File: config.mk
export PLATFORM = sky130hd
export DESIGN_NAME = wb_arbiter_flat
export DESIGN_NICKNAME = d
export VERILOG_FILES = /design/src/rtl/wb_arbiter_if.sv /design/src/rtl/wb_arbiter.sv /design/src/flat_wrapper.sv
export SDC_FILE = /design/constraint.sdc
export NUM_CORES = 1
export LEC_CHECK = 0
export ABC_CLOCK_PERIOD_IN_PS = 4400
export CAP_MARGIN = 20
export CORE_ASPECT_RATIO = 1.2
export CORE_MARGIN = 2
export CORE_UTILIZATION = 49
export CTS_BUF_LIST = sky130_fd_sc_hd__clkbuf_8 sky130_fd_sc_hd__clkbuf_16
export DETAILED_ROUTE_END_ITERATION = 10
export PLACE_DENSITY = 0.75
export SETUP_SLACK_MARGIN = 0.3
export SLEW_MARGIN = 20
export SYNTH_ARGS = -nofsm -noshare
export SYNTH_HDL_FRONTEND = slang
export SYNTH_SLANG_ARGS = --single-unit
File: constraint.sdc
create_clock -name clk -period 4.4 [get_ports clk]
set_input_delay 0.44 -clock clk [delete_from_list [all_inputs] [get_ports clk]]
set_output_delay 0.44 -clock clk [all_outputs]
set_load 0.02 [all_outputs]
File: src/rtl/wb_arbiter_if.sv
// Writeback arbiter bus: the ALU result path, the LSU result path, the scoreboard
// claim and the register-file write port, grouped so they travel as one port.
interface wb_arbiter_if;
    logic        alu_valid;
    logic [4:0]  alu_rd;
    logic [31:0] alu_data;
    logic        alu_stall;
    logic        lsu_valid;
    logic        lsu_ready;
    logic [4:0]  lsu_rd;
    logic [31:0] lsu_data;
    logic        sb_set;
    logic [4:0]  sb_rd;
    logic [31:0] busy_mask;
    logic        rf_we;
    logic [4:0]  rf_rd;
    logic [31:0] rf_wd;

    // Arbiter side of the bus
    modport slave (
        input  alu_valid, alu_rd, alu_data,
        input  lsu_valid, lsu_rd, lsu_data,
        input  sb_set, sb_rd,
        output alu_stall, lsu_ready, busy_mask,
        output rf_we, rf_rd, rf_wd
    );

    // Producer / consumer side of the bus
    modport master (
        output alu_valid, alu_rd, alu_data,
        output lsu_valid, lsu_rd, lsu_data,
        output sb_set, sb_rd,
        input  alu_stall, lsu_ready, busy_mask,
        input  rf_we, rf_rd, rf_wd
    );
endinterface

File: src/rtl/wb_arbiter.sv
// Writeback arbiter: merges single-cycle ALU results and FIFO-buffered LSU results
// into one registered register-file write per cycle, with an anti-starvation stall
// for the LSU path and a scoreboard of outstanding long-latency destinations.
module wb_arbiter #(
    parameter int DEPTH      = 4,
    parameter int STARVE_MAX = 3
) (
    input  logic        clk,
    input  logic        rst_n,
    wb_arbiter_if.slave bus
);
    localparam int PW = $clog2(DEPTH);
    localparam int CW = PW + 1;
    localparam int SW = (STARVE_MAX > 1) ? $clog2(STARVE_MAX) : 1;
    localparam logic [CW-1:0] FULL_COUNT = CW'(DEPTH);

    typedef enum logic [1:0] {
        SEL_IDLE,
        SEL_ALU,
        SEL_LSU
    } sel_t;

    logic [4:0]    r_fifoRd   [DEPTH];
    logic [31:0]   r_fifoData [DEPTH];
    logic [PW-1:0] r_wrPtr;
    logic [PW-1:0] r_rdPtr;
    logic [CW-1:0] r_count;
    logic [SW-1:0] r_starve;
    logic          r_aluStall;
    logic          r_rfWe;
    logic          r_rfFromLsu;
    logic [4:0]    r_rfRd;
    logic [31:0]   r_rfWd;
    logic [31:0]   r_busy;

    logic          w_full;
    logic          w_empty;
    logic          w_aluReq;
    logic          w_push;
    logic          w_pop;
    logic          w_starveInc;
    logic          w_starveHit;
    sel_t          w_sel;
    logic [31:0]   w_busyNext;

    assign w_full      = (r_count == FULL_COUNT);
    assign w_empty     = (r_count == '0);
    assign w_aluReq    = bus.alu_valid && (bus.alu_rd != 5'd0);
    assign w_push      = bus.lsu_valid && !w_full && (bus.lsu_rd != 5'd0);
    assign w_pop       = (w_sel == SEL_LSU);
    assign w_starveInc = (w_sel == SEL_ALU) && !w_empty;
    assign w_starveHit = w_starveInc && (r_starve == SW'(STARVE_MAX - 1));

    assign bus.lsu_ready = !w_full;
    assign bus.alu_stall = r_aluStall;
    assign bus.rf_we     = r_rfWe;
    assign bus.rf_rd     = r_rfRd;
    assign bus.rf_wd     = r_rfWd;
    assign bus.busy_mask = r_busy;

    // Pick this cycle's writer: ALU unless stalled, else the FIFO head, else nothing
    always_comb begin
        w_sel = SEL_IDLE;
        if (!r_aluStall && w_aluReq) begin
            w_sel = SEL_ALU;
        end else if (!w_empty) begin
            w_sel = SEL_LSU;
        end
    end

    // Scoreboard update: retire the LSU write being latched now, then apply a new claim so set wins
    always_comb begin
        w_busyNext = r_busy;
        if (r_rfWe && r_rfFromLsu) begin
            w_busyNext[r_rfRd] = 1'b0;
        end
        if (bus.sb_set && (bus.sb_rd != 5'd0)) begin
            w_busyNext[bus.sb_rd] = 1'b1;
        end
        w_busyNext[0] = 1'b0;
    end

    // FIFO storage; contents need no reset because the pointers and count define validity
    always_ff @(posedge clk) begin
        if (w_push) begin
            r_fifoRd[r_wrPtr]   <= bus.lsu_rd;
            r_fifoData[r_wrPtr] <= bus.lsu_data;
        end
    end

    // FIFO pointers and occupancy; pointers wrap naturally at DEPTH
    always_ff @(posedge clk or negedge rst_n) begin
        if (!rst_n) begin
            r_wrPtr <= '0;
            r_rdPtr <= '0;
            r_count <= '0;
        end else begin
            if (w_push) begin
                r_wrPtr <= r_wrPtr + PW'(1);
            end
            if (w_pop) begin
                r_rdPtr <= r_rdPtr + PW'(1);
            end
            if (w_push && !w_pop) begin
                r_count <= r_count + CW'(1);
            end else if (w_pop && !w_push) begin
                r_count <= r_count - CW'(1);
            end
        end
    end

    // Starvation tracking: count ALU wins over a waiting FIFO and raise a one-cycle stall at the limit
    always_ff @(posedge clk or negedge rst_n) begin
        if (!rst_n) begin
            r_starve   <= '0;
            r_aluStall <= 1'b0;
        end else begin
            r_aluStall <= w_starveHit;
            if (w_starveInc && !w_starveHit) begin
                r_starve <= r_starve + SW'(1);
            end else begin
                r_starve <= '0;
            end
        end
    end

    // Register-file write port; address and data hold while idle
    always_ff @(posedge clk or negedge rst_n) begin
        if (!rst_n) begin
            r_rfWe      <= 1'b0;
            r_rfFromLsu <= 1'b0;
            r_rfRd      <= 5'd0;
            r_rfWd      <= 32'd0;
        end else begin
            case (w_sel)
                SEL_ALU: begin
                    r_rfWe      <= 1'b1;
                    r_rfFromLsu <= 1'b0;
                    r_rfRd      <= bus.alu_rd;
                    r_rfWd      <= bus.alu_data;
                end
                SEL_LSU: begin
                    r_rfWe      <= 1'b1;
                    r_rfFromLsu <= 1'b1;
                    r_rfRd      <= r_fifoRd[r_rdPtr];
                    r_rfWd      <= r_fifoData[r_rdPtr];
                end
                default: begin
                    r_rfWe      <= 1'b0;
                    r_rfFromLsu <= 1'b0;
                end
            endcase
        end
    end

    // Scoreboard register
    always_ff @(posedge clk or negedge rst_n) begin
        if (!rst_n) begin
            r_busy <= 32'd0;
        end else begin
            r_busy <= w_busyNext;
        end
    end
endmodule
File: src/flat_wrapper.sv
// flat-port wrapper written by rule: the top's interface ports become plain ports
module wb_arbiter_flat 
#(
    parameter int DEPTH      = 4,
    parameter int STARVE_MAX = 3
)
  (clk, rst_n, bus_alu_valid, bus_alu_rd, bus_alu_data, bus_lsu_valid, bus_lsu_rd, bus_lsu_data, bus_sb_set, bus_sb_rd, bus_alu_stall, bus_lsu_ready, bus_busy_mask, bus_rf_we, bus_rf_rd, bus_rf_wd);
  wb_arbiter_if bus_i ();
  input  logic clk;
  input  logic rst_n;
  input wire logic [$bits(bus_i.alu_valid)-1:0] bus_alu_valid;
  input wire logic [$bits(bus_i.alu_rd)-1:0] bus_alu_rd;
  input wire logic [$bits(bus_i.alu_data)-1:0] bus_alu_data;
  input wire logic [$bits(bus_i.lsu_valid)-1:0] bus_lsu_valid;
  input wire logic [$bits(bus_i.lsu_rd)-1:0] bus_lsu_rd;
  input wire logic [$bits(bus_i.lsu_data)-1:0] bus_lsu_data;
  input wire logic [$bits(bus_i.sb_set)-1:0] bus_sb_set;
  input wire logic [$bits(bus_i.sb_rd)-1:0] bus_sb_rd;
  output wire logic [$bits(bus_i.alu_stall)-1:0] bus_alu_stall;
  output wire logic [$bits(bus_i.lsu_ready)-1:0] bus_lsu_ready;
  output wire logic [$bits(bus_i.busy_mask)-1:0] bus_busy_mask;
  output wire logic [$bits(bus_i.rf_we)-1:0] bus_rf_we;
  output wire logic [$bits(bus_i.rf_rd)-1:0] bus_rf_rd;
  output wire logic [$bits(bus_i.rf_wd)-1:0] bus_rf_wd;
  assign bus_i.alu_valid = bus_alu_valid;
  assign bus_i.alu_rd = bus_alu_rd;
  assign bus_i.alu_data = bus_alu_data;
  assign bus_i.lsu_valid = bus_lsu_valid;
  assign bus_i.lsu_rd = bus_lsu_rd;
  assign bus_i.lsu_data = bus_lsu_data;
  assign bus_i.sb_set = bus_sb_set;
  assign bus_i.sb_rd = bus_sb_rd;
  assign bus_alu_stall = bus_i.alu_stall;
  assign bus_lsu_ready = bus_i.lsu_ready;
  assign bus_busy_mask = bus_i.busy_mask;
  assign bus_rf_we = bus_i.rf_we;
  assign bus_rf_rd = bus_i.rf_rd;
  assign bus_rf_wd = bus_i.rf_wd;
  wb_arbiter #(.DEPTH(DEPTH), .STARVE_MAX(STARVE_MAX)) u_core (.clk(clk), .rst_n(rst_n), .bus(bus_i));
endmodule
==> run_results.csv, run 1 <==
group,metric,value,unit
status,outcome,"finished, final reports clean",
sta,finalHoldViolations,0,
power,clockPowerShare,24.5,%
power,leakagePower,4.05,nW
yosys,ys_top_cells_by_count,"edfxtp_1, dfrtp_1, nand2_1",
finish,antenna_cells,0,
worst_setup_path,ff2ff_setup_slack,2100,ps
sta,max_freq,410,MHz
die,die_x,127,um
global_route,overflow,0,
power,p_sw,0.00257,W
yosys,ys_warn_count,0,
placement,portBuffers,154,
yosys,synth_top_cell_area_share,50.1,%
clock_tree,clkTransAtPathRegs,70,ps
sta,skew,15.5,ps
global_route,grt_max_degree,80,
global_route,grt_pass1_vias,5829,
yosys,ys_ff_latch,228,
worst_setup_path,cp_max_fo,7,
worst_setup_path,crit_arrival,2820,ps
sta,relSlewSlack,30.8,%
detailed_routing,firstDrtPassIters,5,
sta,rsz0062_at_grt,"false",
finish,syn_to_final_growth,28.0,%
global_route,grt_pass1_wl,31000,um
finish,multi_input_area,2280,um2
yosys,async_flop_share,35.1,%
yosys,synth_edf_count,148,
detailed_routing,via_count,5542,
finish,layout-drive-gt1-share,11.9,%
detailed_routing,antenna_left,0,
finish,instances_no_fill,960,
sta,min_period,2440,ps
finish,final_core_util,64.3,%
die,die_area,19200,um2
yosys,syn_area_per_cell,15.5,um2
yosys,synth_nets,662,
worst_setup_path,reg2reg_depth,4,
yosys,yosysTopAreaCell,"edfxtp_1",
clock_tree,cts.htree.levels,1,
worst_setup_path,crit_type,"in -> reg",
finish,design_area,11300,um2
clock_tree,clock_sinks,228,
worst_hold_path,hold_class,"in -> async",
power,power.internal,0.00535,W
clock_tree,root_buffer,"clkbuf_16",
power,pwr-share-seq,42.8,%
detailed_routing,first_iter_violations,471,
yosys,synth_area,8870,um2
sta,hold_ws,4.00,ps
finish,fin_nets,816,
global_route,grtUsageTotal,20.9,%
die,start_util,50.3,%
clock_tree,cts_tree,"yes",
placement,placed_cells,922,
worst_setup_path,r2r_start,"u_core.r_rdPtr[0]",
placement,place.gp.congestion,0.879,
clock_tree,clockBufferDepth,3,
sta,final_max_slew_viol_count,0,
clock_tree,postCtsHoldBufs,0,
power,ir_drop,0.000383,V
placement,placed_area,10600,um2
detailed_routing,wl_per_cell,20.7,um
placement,dp_hpwl,12700,um
yosys,syn_inst,571,
sta,fin_crit_sh,55.5,%
finish,regArea,6450,um2
global_route,grt_antenna_before_repair,0,
worst_setup_path,startpoint,"bus_lsu_rd[0]",
sta,worstMarginPinSlew,1040,ps
die,die_h,151,um
detailed_routing,drcViolationCount,0,
finish,fillers,1259,
worst_setup_path,worstPathRequired,4780,ps
run,drv_cap,0,
yosys,seq_area_frac_synth,72.7,%
clock_tree,post_cts.repair.setup_buffers,0,
sta,finalSetupTns,0,ps
yosys,yosysMostFrequentCell,"edfxtp_1",
detailed_routing,viasPerCell,5.77,
clock_tree,clk_latency,500,ps
yosys,synth.distinct_cells,33,
die,core_area,17600,um2
yosys,synth_area_leaders,"edfxtp_1, dfrtp_1, mux4_2",
clock_tree,cts_buffers,21,
sta,setup_viol,0,
worst_setup_path,end_kind,"flip-flop",
yosys,synthFlopType,"edfxtp_1",
power,p_per_area,698,nW/um2
die,pin_count,156,
worst_setup_path,startpoint_type,"primary input",
clock_tree,ctsResizeCount,0,
die,rows,53,
detailed_routing,wl,19900,um
power,comb_power_share,32.7,%
power,switching_share,32.4,%
==> critical path, stage by stage <==
cell and delay (ps):
clkdlybuf4s50_1 470, or4_1 570, o211a_1 310, ha_1 260, inv_1 90, fa_1 400
mux2_2 270
==> area by class of cell <==
class,instances,area share (%)
flip-flops and latches,228,56.8
clock inverters,13,1.46
multi-input cells,310,20.1
inverters,5,0.165
repair buffers,159,13.9
clock buffers,25,5.12
well taps,220,2.43
==> routing by layer <==
metal / global-route usage [%] / vias up / routed length, um
met5: 0 / - / 0
met1: 25.7 / 2785 / 7550
met4: 6.15 / 0 / 400
li1: - / 2466 / -
met3: 3.85 / 40 / 1360
met2: 38.0 / 251 / 10600
==> through the flow <==
stage / setup WS (ps) / total power, W
global placement: 1530 / 0.00592
detailed placement: 1440 / 0.00605
global route: 1860 / 0.00833
floorplan: 1980 / 0.00485
CTS: 1960 / 0.00800
finish: 1960 / 0.00792
==> registers in the layout, indices dropped and copies added, names as in the netlist <==
| register | count |
|---|---|
| u_core.r_rdPtr | 2 |
| u_core.r_count | 3 |
| u_core.r_starve | 2 |
| u_core.bus.rf_we | 1 |
| u_core.bus.alu_stall | 1 |
| u_core.r_fifoRd | 20 |
| u_core.r_rfFromLsu | 1 |
| u_core.bus.rf_rd | 5 |
| u_core.r_fifoData | 128 |
| u_core.bus.busy_mask | 31 |
| u_core.r_wrPtr | 2 |
| u_core.bus.rf_wd | 32 |
==> power groups by stage <==
stage | sequential (W) | clock, W | combinational, W
6_report | 0.00339 | 0.00194 | 0.00259
3_3_place_gp | 0.00338 | 0 | 0.00254
5_1_grt | 0.00347 | 0.00206 | 0.00280
2_1_floorplan | 0.00357 | 0 | 0.00129
4_1_cts | 0.00340 | 0.00197 | 0.00263
3_5_place_dp | 0.00343 | 0 | 0.00262
==> worst paths after layout <==
path	to
min in group clk	u_core.r_starve[0]
max reg2reg	u_core.bus.rf_wd[9]
max in group asynchronous	u_core.r_rdPtr[0]
min reg2reg	u_core.r_starve[0]
max	u_core.r_count[1]
min	u_core.bus.busy_mask[9]
==> logic make-up (layout without fill, tap and decap cells) <==
kind of cell / count (synthesis) / in the layout / synth area share [%]
compound gates: 101 / 101 / 6.38
xor+xnor: 6 / 6 / 0.593
fa+ha+maj: 7 / 7 / 1.07
buf+inv: 33 / 202 / 1.75
flops: 228 / 228 / 72.7
mux: 39 / 39 / 9.65
other cells: 1 / 1 / 0.0423
simple gates: 156 / 156 / 7.82
==> layout by cell type, fill, tap and decap left out, types with 3 or more instances in the layout <==
cell type	Yosys	layout
clkdlybuf4s50_1	0	153
edfxtp_1	148	148
nand2_1	79	79
dfrtp_1	80	78
o21ai_0	62	62
nor2_1	41	41
mux4_2	37	37
a31oi_1	35	35
clkbuf_16	0	21
inv_1	5	9
nand3b_1	8	8
nand3_1	6	6
ha_1	6	6
buf_4	5	6
or3_1	4	4
and2_2	0	4
xnor2_1	4	4
clkbuf_8	0	4
bufinv_16	0	4
or3b_2	3	3
Power figures use the tool's default switching activity.
==> run 2, diff against run 1 <==
Settings changed: ABC_CLOCK_PERIOD_IN_PS 4400 to 2300.
Clock period 4.4 ns to 2.3 ns, I/O delays scaled along.
==> run_results.csv, run 2 (synthesis gave the netlist of run 1 again) <==
group,metric,value,unit
worst_setup_path,crit_arrival,2410,ps
power,switching_share,32.3,%
die,die_x,127,um
die,die_area,19200,um2
power,power.internal,0.0105,W
worst_hold_path,hold_class,"in -> reg",
worst_setup_path,crit_type,"in -> reg",
placement,portBuffers,154,
worst_setup_path,slowest_stage,"or4_4",
die,rows,53,
clock_tree,clkTransAtPathRegs,60,ps
sta,skew,8.91,ps
finish,final_common_cell,"clkdlybuf4s50_1",
finish,regMostFlops,"u_core.r_fifoData",
die,die_h,151,um
die,start_util,50.3,%
worst_setup_path,end_kind,"flip-flop",
sta,relSlewSlack,46.6,%
clock_tree,clk_latency,500,ps
power,p_sw,0.00501,W
die,core_area,17600,um2
power,pwr-share-seq,40.2,%
global_route,grt_pass1_wl,31600,um
sta,min_period,2030,ps
power,p_per_area,1330,nW/um2
detailed_routing,wl_per_cell,20.5,um
clock_tree,root_buffer,"clkbuf_16",
finish,fin_nets,845,
detailed_routing,viasPerCell,5.73,
die,pin_count,156,
power,clockPowerShare,23.8,%
worst_setup_path,cp_max_fo,2,
detailed_routing,antenna_left,0,
global_route,grt_antenna_before_repair,0,
worst_setup_path,path_cells,"clkdlybuf4s50_1 > or4_4 > o21ai_4 > and2_4 > inv_4 > ha_4 > inv_2 > fa_2 > mux2_2",
detailed_routing,firstDrtPassIters,5,
detailed_routing,first_iter_violations,399,
sta,final_max_slew_viol_count,0,
placement,place.gp.congestion,0.849,
detailed_routing,drcViolationCount,0,
detailed_routing,via_count,5673,
worst_setup_path,cpPeakStageDelay,510,ps
global_route,grt_max_degree,80,
finish,most-common-layout-cells,"clkdlybuf4s50_1, edfxtp_1, nand2_1",
power,ir_drop,0.000748,V
worst_setup_path,worstPathRequired,2680,ps
finish,largest_reg_flops,128,
run,drv_cap,0,
finish,antenna_cells,0,
sta,max_freq,493,MHz
finish,layout-drive-gt1-share,16.2,%
clock_tree,clockBufferDepth,3,
sta,rsz0062_at_grt,"true",
global_route,grt_pass1_vias,5964,
sta,hold_ws,134,ps
sta,fin_crit_sh,88.3,%
sta,finalHoldViolations,0,
sta,worstMarginPinSlew,801,ps
sta,setup_viol,0,
finish,syn_to_final_growth,31.9,%
status,outcome,"finished, final reports clean",
global_route,overflow,0,
sta,finalSetupTns,0,ps
worst_setup_path,startpoint_type,"primary input",
clock_tree,cts_tree,"yes",
power,leakagePower,4.22,nW
clock_tree,cts_buffers,22,
clock_tree,clock_sinks,228,
placement,pre_cts_ws,-270,ps
power,comb_power_share,36.0,%
placement,placed_area,10900,um2
placement,dp_hpwl,13300,um
global_route,grtUsageTotal,21.2,%
finish,design_area,11700,um2
sta,fin_ws,270,ps
clock_tree,cts.htree.levels,1,
detailed_routing,wl,20300,um
-- run 2: worst paths after layout --
kind,from,endpoint,slack [ps],cells past startpoint
hold / removal,bus_alu_rd[2],u_core.bus.rf_rd[2],130,3
max in group asynchronous,rst_n,u_core.bus.rf_wd[10],1340,3
min in group asynchronous,rst_n,u_core.bus.rf_rd[1],320,2
setup reg to reg,u_core.r_count[1],u_core.r_count[2],310,9
hold reg to reg,u_core.r_starve[0],u_core.r_starve[0],450,1
setup / recovery,bus_alu_rd[4],u_core.r_count[1],270,9
-- run 2: repair_timing --
action / CTS / global route
buffers inserted: 2 / 1
resized for setup: 6 / 2
hold buffers: 1 / 0
hold endpoints to repair: 43 / 0
pin swaps: 5 / 3
endpoints found under the setup margin: 4 / 7
-- run 2: layout make-up --
| class | instances | area, um2 |
|---|---|---|
| clock buffers | 26 | 617 |
| clock inverters | 14 | 135 |
| fillers | 1192 | 5940 |
| inverters | 5 | 21.3 |
| multi-input cells | 310 | 2320 |
| flip-flops and latches | 228 | 6450 |
| well taps | 220 | 275 |
| repair buffers | 187 | 1890 |
-- run 2: critical path: cells and delay by family --
family | cells | cell delay [ps]
and+or+nand+nor | 2 | 680
adders and majority gates | 2 | 570
buffers and inverters | 3 | 510
muxes | 1 | 270
AOI/OAI and AO/OA | 1 | 150
-- run 2: per-layer routing --
layer | routed length [um] | share of wire (%) | up-vias | global-route usage (%)
met1 | 7940 | 39 | 2870 | 26.4
met2 | 10500 | 52 | 243 | 37.7
met4 | 512 | 2.5 | 0 | 7.69
met5 | 0 | 0 | - | 0
li1 | - | - | 2516 | -
met3 | 1290 | 6.4 | 44 | 3.64
-- run 2: power by group through the flow --
| stage | clock network, W | registers [W] | logic, W |
|---|---|---|---|
| floorplan | 0 | 0.00681 | 0.00249 |
| global placement | 0 | 0.00624 | 0.00542 |
| detailed placement | 0 | 0.00634 | 0.00556 |
| CTS | 0.00376 | 0.00625 | 0.00564 |
| global route | 0.00394 | 0.00637 | 0.00602 |
| finish | 0.00369 | 0.00625 | 0.00559 |
-- run 2: stage by stage --
step | cells | total power [W] | utilization [%]
2_1_floorplan | 571 | 0.00930 | -
3_3_place_gp | 946 | 0.0117 | 61.8
3_5_place_dp | 946 | 0.0119 | 61.8
4_1_cts | 989 | 0.0157 | 66.3
5_1_grt | 990 | 0.0163 | 66.3
6_report | 990 | 0.0155 | 66.3
==> run 3, diff against run 2 <==
Settings changed: CELL_PAD_IN_SITES_DETAIL_PLACEMENT from default to 2, CELL_PAD_IN_SITES_GLOBAL_PLACEMENT from default to 2, CORE_UTILIZATION 49 to 37, PLACE_DENSITY 0.75 to default, PLACE_DENSITY_LB_ADDON from default to 0.1.
==> run_results.csv, run 3 (synthesis gave the netlist of run 1 again) <==
group,metric,value,unit
sta,fin_ws,317,ps
sta,max_freq,504,MHz
clock_tree,clockBufferDepth,3,
clock_tree,root_buffer,"clkbuf_16",
finish,regMostFlops,"u_core.r_fifoData",
run,drv_cap,0,
detailed_routing,wl,24200,um
detailed_routing,firstDrtPassIters,4,
detailed_routing,first_iter_violations,247,
sta,relSlewSlack,64.2,%
global_route,grtUsageTotal,19.6,%
power,leakagePower,4.26,nW
placement,placed_area,11100,um2
sta,finalHoldViolations,0,
detailed_routing,drcViolationCount,0,
finish,layout-drive-gt1-share,16.5,%
sta,finalSetupTns,0,ps
sta,skew,11.7,ps
worst_setup_path,r2r_start,"u_core.r_count[2]",
power,ir_drop,0.000748,V
global_route,overflow,0,
worst_hold_path,hold_depth,2,
sta,setup_viol,0,
worst_setup_path,worstPathRequired,2680,ps
power,p_sw,0.00520,W
placement,place.gp.congestion,0.812,
power,switching_share,33.2,%
worst_setup_path,reg2reg_depth,9,
worst_hold_path,holdPathEnd,"u_core.r_fifoRd[0][3]",
power,clockPowerShare,23.4,%
clock_tree,clock_sinks,228,
worst_hold_path,min-delay-start,"bus_lsu_rd[3]",
global_route,grt_antenna_before_repair,2,
worst_setup_path,startpoint_type,"primary input",
worst_setup_path,crit_arrival,2370,ps
power,pwr-share-seq,40.1,%
worst_setup_path,end_kind,"flip-flop",
sta,worstMarginPinSlew,537,ps
finish,most-common-layout-cells,"edfxtp_1, clkdlybuf4s50_1, nand2_1",
placement,pre_cts_ws,-337,ps
finish,design_area,11900,um2
clock_tree,cts.htree.levels,1,
clock_tree,cts_tree,"yes",
global_route,grt_pass1_vias,6529,
sta,fin_crit_sh,86.2,%
finish,fin_nets,845,
die,die_area,25200,um2
sta,rsz0062_at_grt,"true",
sta,min_period,1980,ps
finish,syn_to_final_growth,33.7,%
finish,largest_reg_flops,128,
detailed_routing,antenna_left,0,
die,start_util,37.4,%
global_route,grt_pass1_wl,38400,um
die,die_h,174,um
power,p_per_area,1320,nW/um2
power,power.internal,0.0105,W
die,rows,62,
die,core_area,23700,um2
detailed_routing,via_count,5655,
worst_setup_path,crit_type,"in -> reg",
clock_tree,cts_buffers,23,
finish,final_common_cell,"edfxtp_1",
sta,final_max_slew_viol_count,0,
worst_setup_path,ff2ff_setup_slack,330,ps
die,pin_count,156,
clock_tree,clk_latency,510,ps
status,outcome,"finished, final reports clean",
clock_tree,clkTransAtPathRegs,60,ps
detailed_routing,wl_per_cell,22.2,um
worst_setup_path,r2r_end,"u_core.r_count[2]",
placement,dp_hpwl,16300,um
global_route,grt_max_degree,80,
detailed_routing,viasPerCell,5.19,
die,die_x,145,um
finish,fillers,2231,
placement,portBuffers,154,
worst_setup_path,cp_max_fo,2,
power,comb_power_share,36.6,%
worst_hold_path,hold_class,"in -> reg",
-- run 3: changes by cell type in the layout (fill, tap and decap cells not counted), moves of 2 or more --
cell	delta
dlygate4sd2_1	+2
buf_4	-4
clkinv_1	-5
buf_12	+2
inv_1	+5
clkdlybuf4s50_1	-5
dlymetal6s2s_1	+3
-- run 3: power groups by stage --
stage	Combinational, W	Clock [W]	Sequential (W)
3_5_place_dp	0.00579	0	0.00637
6_report	0.00572	0.00366	0.00628
2_1_floorplan	0.00249	0	0.00681
4_1_cts	0.00586	0.00377	0.00630
3_3_place_gp	0.00559	0	0.00626
5_1_grt	0.00626	0.00391	0.00641
-- run 3: worst max-delay path: stages --
cell           delay, ps
dlygate4sd2_1        250
or4_4                550
o21ai_4              210
and2_4               190
inv_4                 40
ha_4                 150
inv_2                 50
fa_2                 420
mux2_2               260
-- run 3: worst max-delay path by stage --
stage	from	slack [ps]	endpoint
floorplan	bus_alu_rd[4]	170	u_core.r_count[1]
global placement	bus_alu_rd[4]	-280	u_core.r_count[1]
detailed placement	bus_alu_rd[4]	-340	u_core.r_rdPtr[1]
CTS	u_core.r_count[2]	240	u_core.r_count[2]
global route	u_core.r_count[2]	230	u_core.r_count[2]
finish	bus_alu_rd[2]	320	u_core.r_count[1]
-- run 3: per-stage QoR --
stage	util (%)	hold WS [ps]	total power [W]	std cells
final	49.9	79.1	0.0157	1090
after global routing	49.9	93.1	0.0166	1090
after CTS	49.8	110	0.0159	1089
after detailed placement	46.6	241	0.0122	1046
after global placement	46.6	237	0.0119	1046
after floorplan	-	-65.6	0.00930	571
-- run 3: area by class of cell --
class	instances	area [um2]	area share, %
antenna	1	2.50	0.0211
sequential	228	6450	54.4
clock buffer	26	628	5.30
multi-input combinational	310	2330	19.6
timing repair buffer	186	1910	16.1
inverter	5	21.3	0.179
tap	320	400	3.38
clock inverter	14	110	0.929
-- run 3: layer usage --
| layer | vias up | share of wire (%) | routed length [um] | global-route usage (%) |
|---|---|---|---|---|
| met5 | - | 0.054 | 13 | 0 |
| met4 | 2 | 1.5 | 351 | 4.37 |
| met3 | 29 | 4.3 | 1040 | 3.55 |
| met1 | 2979 | 39 | 9450 | 22.8 |
| li1 | 2519 | - | - | - |
| met2 | 126 | 55 | 13300 | 37.4 |
-- run 3: timing repair --
item,in CTS,in global routing
pin swaps,5,5
endpoints found under the setup margin,16,5
resized for setup,9,9
setup buffers,2,0
hold buffers,1,0
hold endpoints to repair,31,0
